**config.mk**
```make
export PLATFORM = sky130hd
export DESIGN_NAME = mult_share_arbiter_flat
export DESIGN_NICKNAME = d
export VERILOG_FILES = /design/src/rtl/mult_share_arbiter_pkg.sv /design/src/rtl/mult_share_arbiter_if.sv /design/src/rtl/mult_share_arbiter_rr_pick.sv /design/src/rtl/mult_share_arbiter.sv /design/src/flat_wrapper.sv
export SDC_FILE = /design/constraint.sdc
export NUM_CORES = 1
export LEC_CHECK = 0
export BUFFER_PORTS_ARGS = -buffer_cell sky130_fd_sc_hd__buf_2
export CAP_MARGIN = 0
export CORE_MARGIN = 4
export CORE_UTILIZATION = 50
export DETAILED_ROUTE_END_ITERATION = 16
export PLACE_DENSITY = 0.79
export SKIP_CTS_REPAIR_TIMING = 1
export SYNTH_ARGS = -nofsm -noshare
export SYNTH_HDL_FRONTEND = slang
export SYNTH_HIERARCHICAL = 1
export SYNTH_SLANG_ARGS = --single-unit
```
**constraint.sdc**
```tcl
create_clock -name clk -period 8.21 [get_ports clk]
set_input_delay 0.821 -clock clk [delete_from_list [all_inputs] [get_ports clk]]
set_output_delay 0.821 -clock clk [all_outputs]
set_load 0.02 [all_outputs]
```
**src/rtl/mult_share_arbiter_pkg.sv**
```systemverilog
// Shared types and default sizing for the multiplier-sharing arbiter.
//   arb_state_t : FSM encoding (IDLE, ISSUE, WAIT, RESP)
//   DEF_*       : default requester count, operand width and watchdog limit
package mult_arb_pkg;

  typedef enum logic [1:0] {
    IDLE  = 2'd0,
    ISSUE = 2'd1,
    WAIT  = 2'd2,
    RESP  = 2'd3
  } arb_state_t;

  localparam int unsigned DEF_N_REQ   = 4;
  localparam int unsigned DEF_WIDTH   = 4;
  localparam int unsigned DEF_TIMEOUT = 64;

endpackage

```
**src/rtl/mult_share_arbiter_if.sv**
```systemverilog
// Bundle between the arbiter, its requesters and the shared multiplier.
//   Requester side : req, a_in, b_in -> gnt, rsp_valid, rsp_prod, rsp_err, busy
//   Multiplier side: mul_valid, mul_a, mul_b -> mul_prod, mul_done
//   slave  : arbiter view
//   master : environment view (requesters + multiplier wrapper)
interface mult_share_arbiter_if
  import mult_arb_pkg::*;
#(
  parameter int unsigned N_REQ = DEF_N_REQ,
  parameter int unsigned WIDTH = DEF_WIDTH
);

  logic [N_REQ-1:0]       req;
  logic [N_REQ*WIDTH-1:0] a_in;
  logic [N_REQ*WIDTH-1:0] b_in;
  logic [N_REQ-1:0]       gnt;
  logic [N_REQ-1:0]       rsp_valid;
  logic [2*WIDTH-1:0]     rsp_prod;
  logic                   rsp_err;
  logic                   mul_valid;
  logic [WIDTH-1:0]       mul_a;
  logic [WIDTH-1:0]       mul_b;
  logic [2*WIDTH-1:0]     mul_prod;
  logic                   mul_done;
  logic                   busy;

  modport slave (
    input  req, a_in, b_in, mul_prod, mul_done,
    output gnt, rsp_valid, rsp_prod, rsp_err, mul_valid, mul_a, mul_b, busy
  );

  modport master (
    output req, a_in, b_in, mul_prod, mul_done,
    input  gnt, rsp_valid, rsp_prod, rsp_err, mul_valid, mul_a, mul_b, busy
  );

endinterface

```
**src/rtl/mult_share_arbiter_rr_pick.sv**
```systemverilog
// Combinational round-robin picker.
//   req_i  : request vector
//   last_i : index of the most recently served requester
//   gnt_o  : one-hot winner, searching upward from last_i+1 (wrapping)
//   idx_o  : binary index of the winner
//   any_o  : at least one request present
module rr_pick
  import mult_arb_pkg::*;
#(
  parameter  int unsigned N_REQ = DEF_N_REQ,
  localparam int unsigned IDX_W = $clog2(N_REQ)
) (
  input  logic [N_REQ-1:0] req_i,
  input  logic [IDX_W-1:0] last_i,
  output logic [N_REQ-1:0] gnt_o,
  output logic [IDX_W-1:0] idx_o,
  output logic             any_o
);

  int unsigned      cand;
  logic [IDX_W-1:0] cand_idx;

  always_comb begin
    gnt_o    = '0;
    idx_o    = '0;
    any_o    = 1'b0;
    cand     = 0;
    cand_idx = '0;
    // k runs 1..N_REQ so the last-served requester is considered last.
    for (int unsigned k = 1; k <= N_REQ; k++) begin
      cand     = (32'(last_i) + k) % N_REQ;
      cand_idx = IDX_W'(cand);
      if (!any_o && req_i[cand_idx]) begin
        gnt_o[cand_idx] = 1'b1;
        idx_o           = cand_idx;
        any_o           = 1'b1;
      end
    end
  end

endmodule

```
**src/rtl/mult_share_arbiter.sv**
```systemverilog
// Round-robin scheduler sharing one sequential multiplier among N_REQ
// requesters. Latches the winner's operands, pulses the multiplier start,
// waits for DONE (guarded by a watchdog) and returns the product with a
// one-cycle one-hot response strobe.
//   clk, rst : clock, synchronous active-high reset
//   bus      : requester and multiplier signals (slave view)
module mult_share_arbiter
  import mult_arb_pkg::*;
#(
  parameter int unsigned N_REQ   = DEF_N_REQ,
  parameter int unsigned WIDTH   = DEF_WIDTH,
  parameter int unsigned TIMEOUT = DEF_TIMEOUT
) (
  input logic                 clk,
  input logic                 rst,
  mult_share_arbiter_if.slave bus
);

  localparam int unsigned IDX_W = $clog2(N_REQ);
  localparam int unsigned WD_W  = $clog2(TIMEOUT);

  arb_state_t         state_q, state_d;
  logic [IDX_W-1:0]   idx_q, idx_d;
  logic [IDX_W-1:0]   last_q, last_d;
  logic [WD_W-1:0]    wd_q, wd_d;
  logic [WIDTH-1:0]   mul_a_q, mul_a_d;
  logic [WIDTH-1:0]   mul_b_q, mul_b_d;
  logic [2*WIDTH-1:0] prod_q, prod_d;
  logic               err_q, err_d;
  logic [N_REQ-1:0]   gnt_q, gnt_d;
  logic [N_REQ-1:0]   rsp_valid_q, rsp_valid_d;
  logic               mul_valid_q, mul_valid_d;
  logic               busy_q, busy_d;

  logic [N_REQ-1:0]   pick_gnt;
  logic [IDX_W-1:0]   pick_idx;
  logic               pick_any;
  logic [WIDTH-1:0]   a_arr [N_REQ];
  logic [WIDTH-1:0]   b_arr [N_REQ];
  logic [N_REQ-1:0]   owner_oh;

  rr_pick #(.N_REQ(N_REQ)) u_pick (
    .req_i  (bus.req),
    .last_i (last_q),
    .gnt_o  (pick_gnt),
    .idx_o  (pick_idx),
    .any_o  (pick_any)
  );

  always_comb begin
    for (int unsigned i = 0; i < N_REQ; i++) begin
      a_arr[i] = bus.a_in[i*WIDTH +: WIDTH];
      b_arr[i] = bus.b_in[i*WIDTH +: WIDTH];
    end
  end

  always_comb begin
    state_d  = state_q;
    idx_d    = idx_q;
    last_d   = last_q;
    wd_d     = wd_q;
    mul_a_d  = mul_a_q;
    mul_b_d  = mul_b_q;
    prod_d   = prod_q;
    err_d    = err_q;
    case (state_q)
      IDLE: begin
        if (pick_any) begin
          state_d = ISSUE;
          idx_d   = pick_idx;
          mul_a_d = a_arr[pick_idx];
          mul_b_d = b_arr[pick_idx];
        end
      end
      ISSUE: begin
        wd_d    = '0;
        state_d = WAIT;
      end
      WAIT: begin
        if (bus.mul_done) begin
          prod_d  = bus.mul_prod;
          err_d   = 1'b0;
          state_d = RESP;
        end else if (wd_q == WD_W'(TIMEOUT - 1)) begin
          prod_d  = '0;
          err_d   = 1'b1;
          state_d = RESP;
        end else begin
          wd_d = wd_q + 1'b1;
        end
      end
      RESP: begin
        last_d  = idx_q;
        err_d   = 1'b0;
        state_d = IDLE;
      end
      default: state_d = IDLE;
    endcase
  end

  // Strobes are decoded from the next state so that every output is a flop
  // that is valid in the same cycle as the state it belongs to.
  always_comb begin
    owner_oh         = '0;
    owner_oh[idx_d]  = 1'b1;
    mul_valid_d      = (state_d == ISSUE);
    busy_d           = (state_d != IDLE);
    gnt_d            = (state_d == IDLE) ? '0 : owner_oh;
    rsp_valid_d      = (state_d == RESP) ? owner_oh : '0;
  end

  always_ff @(posedge clk) begin
    if (rst) begin
      state_q     <= IDLE;
      idx_q       <= '0;
      last_q      <= IDX_W'(N_REQ - 1);
      wd_q        <= '0;
      mul_a_q     <= '0;
      mul_b_q     <= '0;
      prod_q      <= '0;
      err_q       <= 1'b0;
      gnt_q       <= '0;
      rsp_valid_q <= '0;
      mul_valid_q <= 1'b0;
      busy_q      <= 1'b0;
    end else begin
      state_q     <= state_d;
      idx_q       <= idx_d;
      last_q      <= last_d;
      wd_q        <= wd_d;
      mul_a_q     <= mul_a_d;
      mul_b_q     <= mul_b_d;
      prod_q      <= prod_d;
      err_q       <= err_d;
      gnt_q       <= gnt_d;
      rsp_valid_q <= rsp_valid_d;
      mul_valid_q <= mul_valid_d;
      busy_q      <= busy_d;
    end
  end

  assign bus.gnt       = gnt_q;
  assign bus.rsp_valid = rsp_valid_q;
  assign bus.rsp_prod  = prod_q;
  assign bus.rsp_err   = err_q;
  assign bus.mul_valid = mul_valid_q;
  assign bus.mul_a     = mul_a_q;
  assign bus.mul_b     = mul_b_q;
  assign bus.busy      = busy_q;

endmodule
```
**src/flat_wrapper.sv**
```systemverilog
// flat-port wrapper written by rule: the top's interface ports become plain ports
module mult_share_arbiter_flat import mult_arb_pkg::*;
#(
  parameter int unsigned N_REQ   = DEF_N_REQ,
  parameter int unsigned WIDTH   = DEF_WIDTH,
  parameter int unsigned TIMEOUT = DEF_TIMEOUT
)
  (clk, rst, bus_req, bus_a_in, bus_b_in, bus_mul_prod, bus_mul_done, bus_gnt, bus_rsp_valid, bus_rsp_prod, bus_rsp_err, bus_mul_valid, bus_mul_a, bus_mul_b, bus_busy);
  mult_share_arbiter_if #(.N_REQ(N_REQ), .WIDTH(WIDTH)) bus_i ();
  input logic clk;
  input logic rst;
  input wire logic [$bits(bus_i.req)-1:0] bus_req;
  input wire logic [$bits(bus_i.a_in)-1:0] bus_a_in;
  input wire logic [$bits(bus_i.b_in)-1:0] bus_b_in;
  input wire logic [$bits(bus_i.mul_prod)-1:0] bus_mul_prod;
  input wire logic [$bits(bus_i.mul_done)-1:0] bus_mul_done;
  output wire logic [$bits(bus_i.gnt)-1:0] bus_gnt;
  output wire logic [$bits(bus_i.rsp_valid)-1:0] bus_rsp_valid;
  output wire logic [$bits(bus_i.rsp_prod)-1:0] bus_rsp_prod;
  output wire logic [$bits(bus_i.rsp_err)-1:0] bus_rsp_err;
  output wire logic [$bits(bus_i.mul_valid)-1:0] bus_mul_valid;
  output wire logic [$bits(bus_i.mul_a)-1:0] bus_mul_a;
  output wire logic [$bits(bus_i.mul_b)-1:0] bus_mul_b;
  output wire logic [$bits(bus_i.busy)-1:0] bus_busy;
  assign bus_i.req = bus_req;
  assign bus_i.a_in = bus_a_in;
  assign bus_i.b_in = bus_b_in;
  assign bus_i.mul_prod = bus_mul_prod;
  assign bus_i.mul_done = bus_mul_done;
  assign bus_gnt = bus_i.gnt;
  assign bus_rsp_valid = bus_i.rsp_valid;
  assign bus_rsp_prod = bus_i.rsp_prod;
  assign bus_rsp_err = bus_i.rsp_err;
  assign bus_mul_valid = bus_i.mul_valid;
  assign bus_mul_a = bus_i.mul_a;
  assign bus_mul_b = bus_i.mul_b;
  assign bus_busy = bus_i.busy;
  mult_share_arbiter #(.N_REQ(N_REQ), .WIDTH(WIDTH), .TIMEOUT(TIMEOUT)) u_core (.clk(clk), .rst(rst), .bus(bus_i));
endmodule
```
==> flow_summary.toml <==
[setup_path]
cp_slowest_stage_delay_ns = 0.88
ff2ff_path_depth = 9
rrSetupSlack_ns = 4.81
critPathSlowestCell = "a221oi_2"
cp-endpoint = "u_core/bus.mul_b[1]"
crit_chain = "inv_1, ha_1, a21oi_1, a211oi_1, a311o_1, a221oi_2, mux4_2, nand2_1, a21oi_1"
cp-startpoint = "u_core/last_q[0]"
worst-setup-path-type = "flop to flop"
crit_required_ns = 8.37
crit_family = "compound AO/OA/AOI/OAI gates"
path_common_cell = "a21oi_1"
critPathBufInv = 1
crit_path_end_kind = "flop"
cp.depth = 9
worst_r2r_endpoint = "u_core/bus.mul_b[1]"
crit_arrival_ns = 3.55
r2r_start = "u_core/last_q[0]"
cp-start-kind = "flop"
critPathMaxFanout = 11

[finish]
drive_above_1_share_pct = 37.4
area_growth_pct = 26.1
n_antenna_cell = 0
nFillCells = 298
final_nets = 313
fin_area_mm2 = 0.00236

[timing]
fin_crit_sh_pct = 41.4
rsz0062_at_grt = "false"
fin_worst_skew_ns = 0.00744
hold_ws_ns = 0.452
fmax_mhz = 294
period_minus_slack_ns = 3.40
hold_viol = 0
relSlewSlack_pct = 26.2
report.final.slew_viol_count = 0
max_slew.worst_pin.slew_ns = 1.11
worst_slack_ns = 4.81
finalSetupViolCount = 0
setup-tns-final_ns = 0

[power_and_ir_drop]
power.total_uw = 581
power_density_mw_per_mm2 = 246
power.leakage_uw = 0.00112
ir_worst_vdd_v = 0.000113

[grt]
antenna_found_initial = 0
first_global_vias = 1606
grt_pass1_wl_mm = 7.42
overflow = 0
grt_usage_pct = 19.2
grt_max_degree = 30

[floorplanning]
pin_count = 74
dieWidth_um = 69.2
die_h_um = 69.2
row_count = 21
start_util_pct = 54.1
core_area_mm2 = 0.00347
die_area_mm2 = 0.00479

[clock_tree]
cts_tree = "yes"
ctsLongestPathBuffers = 2
cts-htree-levels = 2
path_clk_slew_ns = 0.08
cts_sinks = 39
insertion_delay_ns = 0.29
cts_root_buf = "clkbuf_8"
cts-buffers-inserted = 5

[flow_run]
drv_cap = 0

[run_status]
status = "finished clean"

[placed_design]
place_area_mm2 = 0.00223
preCtsSetupSlack_ns = 4.78
io_buffer_count = 73
dp.final_hpwl_mm = 3.21
gp_congestion = 0.877

[yosys]
yosys_warnings = 6
synthCells = 200
syn_area_per_cell_um2 = 9.38
syn_nets = 249
synth_area_mm2 = 0.00188

[min_path]
hold_depth = 2
hold_class = "flop to flop"

[detailed_routing]
drt-initial-drc-count = 98
wl_per_cell_um = 14.5
drtPass1Iterations = 4
antenna_left = 0
via_per_inst = 5.36
drc = 0
routed_wl_mm = 4.50
routed-via-count = 1668
-- stage by stage --
step,std cells,utilization (%)
2_1_floorplan,200,-
3_3_place_gp,303,64.4
3_5_place_dp,303,64.4
4_1_cts,311,68.2
5_1_grt,311,68.2
6_report,311,68.2
-- placed cells by master (no fill, tap or decap), drive strengths merged, types with 3 or more instances in the layout --
master,instances
clkbuf,6
inv,9
nand2,29
a21oi,13
buf,74
nor2b,3
mux2i,5
nor2,14
o21ai,3
nor3b,3
dfxtp,39
a211oi,4
nor3,3
a31oi,3
a22o,8
and3,3
and2,3
mux4,8
-- final cells by class --
cell class,count,area (µm²),area share [%]
Sequential cell,39,781,33.0
Tap cell,46,57.6,2.43
Inverter,9,33.8,1.43
Clock inverter,2,60.1,2.54
Clock buffer,6,72.6,3.07
Timing Repair Buffer,74,373,15.8
Multi-Input combinational cell,135,987,41.7
-- worst reg2reg max path: stages (launching register included) --
cell	delay (ns)
dfxtp_1	0.57
inv_1	0.09
ha_1	0.39
a21oi_1	0.15
a211oi_1	0.07
a311o_1	0.35
a221oi_2	0.88
mux4_2	0.62
nand2_1	0.09
a21oi_1	0.07
-- how the worst min path moves through the flow --
stage / start / endpoint / slack, ns
floorplan: u_core/last_q[0] / u_core/last_q[0] / 0.46
global placement: u_core/bus.mul_b[1] / u_core/bus.mul_b[1] / 0.44
detailed placement: u_core/bus.mul_a[2] / u_core/bus.mul_a[2] / 0.44
CTS: u_core/bus.mul_a[2] / u_core/bus.mul_a[2] / 0.45
global route: u_core/bus.mul_a[2] / u_core/bus.mul_a[2] / 0.47
finish: u_core/bus.mul_b[2] / u_core/bus.mul_b[2] / 0.45
-- registers in the layout (all words and copies together), names as in the netlist --
register,cells
u_core/state_q,2
u_core/wd_q,6
u_core/bus.rsp_prod,8
u_core/bus.rsp_err,1
u_core/bus.busy,1
u_core/bus.gnt,4
u_core/bus.mul_valid,1
u_core/bus.rsp_valid,4
u_core/bus.mul_b,4
u_core/bus.mul_a,4
u_core/last_q,2
u_core/idx_q,2
-- power by group --
part | switching (µW) | internal (µW)
registers | 20.8 | 211
logic | 92.8 | 68.8
clock network | 65.9 | 121
total | 179 | 401
-- layer usage --
| metal | track usage [%] | vias up | wire [µm] |
|---|---|---|---|
| li1 | - | 849 | - |
| met1 | 23.3 | 767 | 1940 |
| met2 | 31.4 | 46 | 2210 |
| met3 | 5.65 | 6 | 262 |
| met4 | 8.68 | 0 | 80 |
| met5 | 0 | - | 0 |
Power figures use the tool's default switching activity.
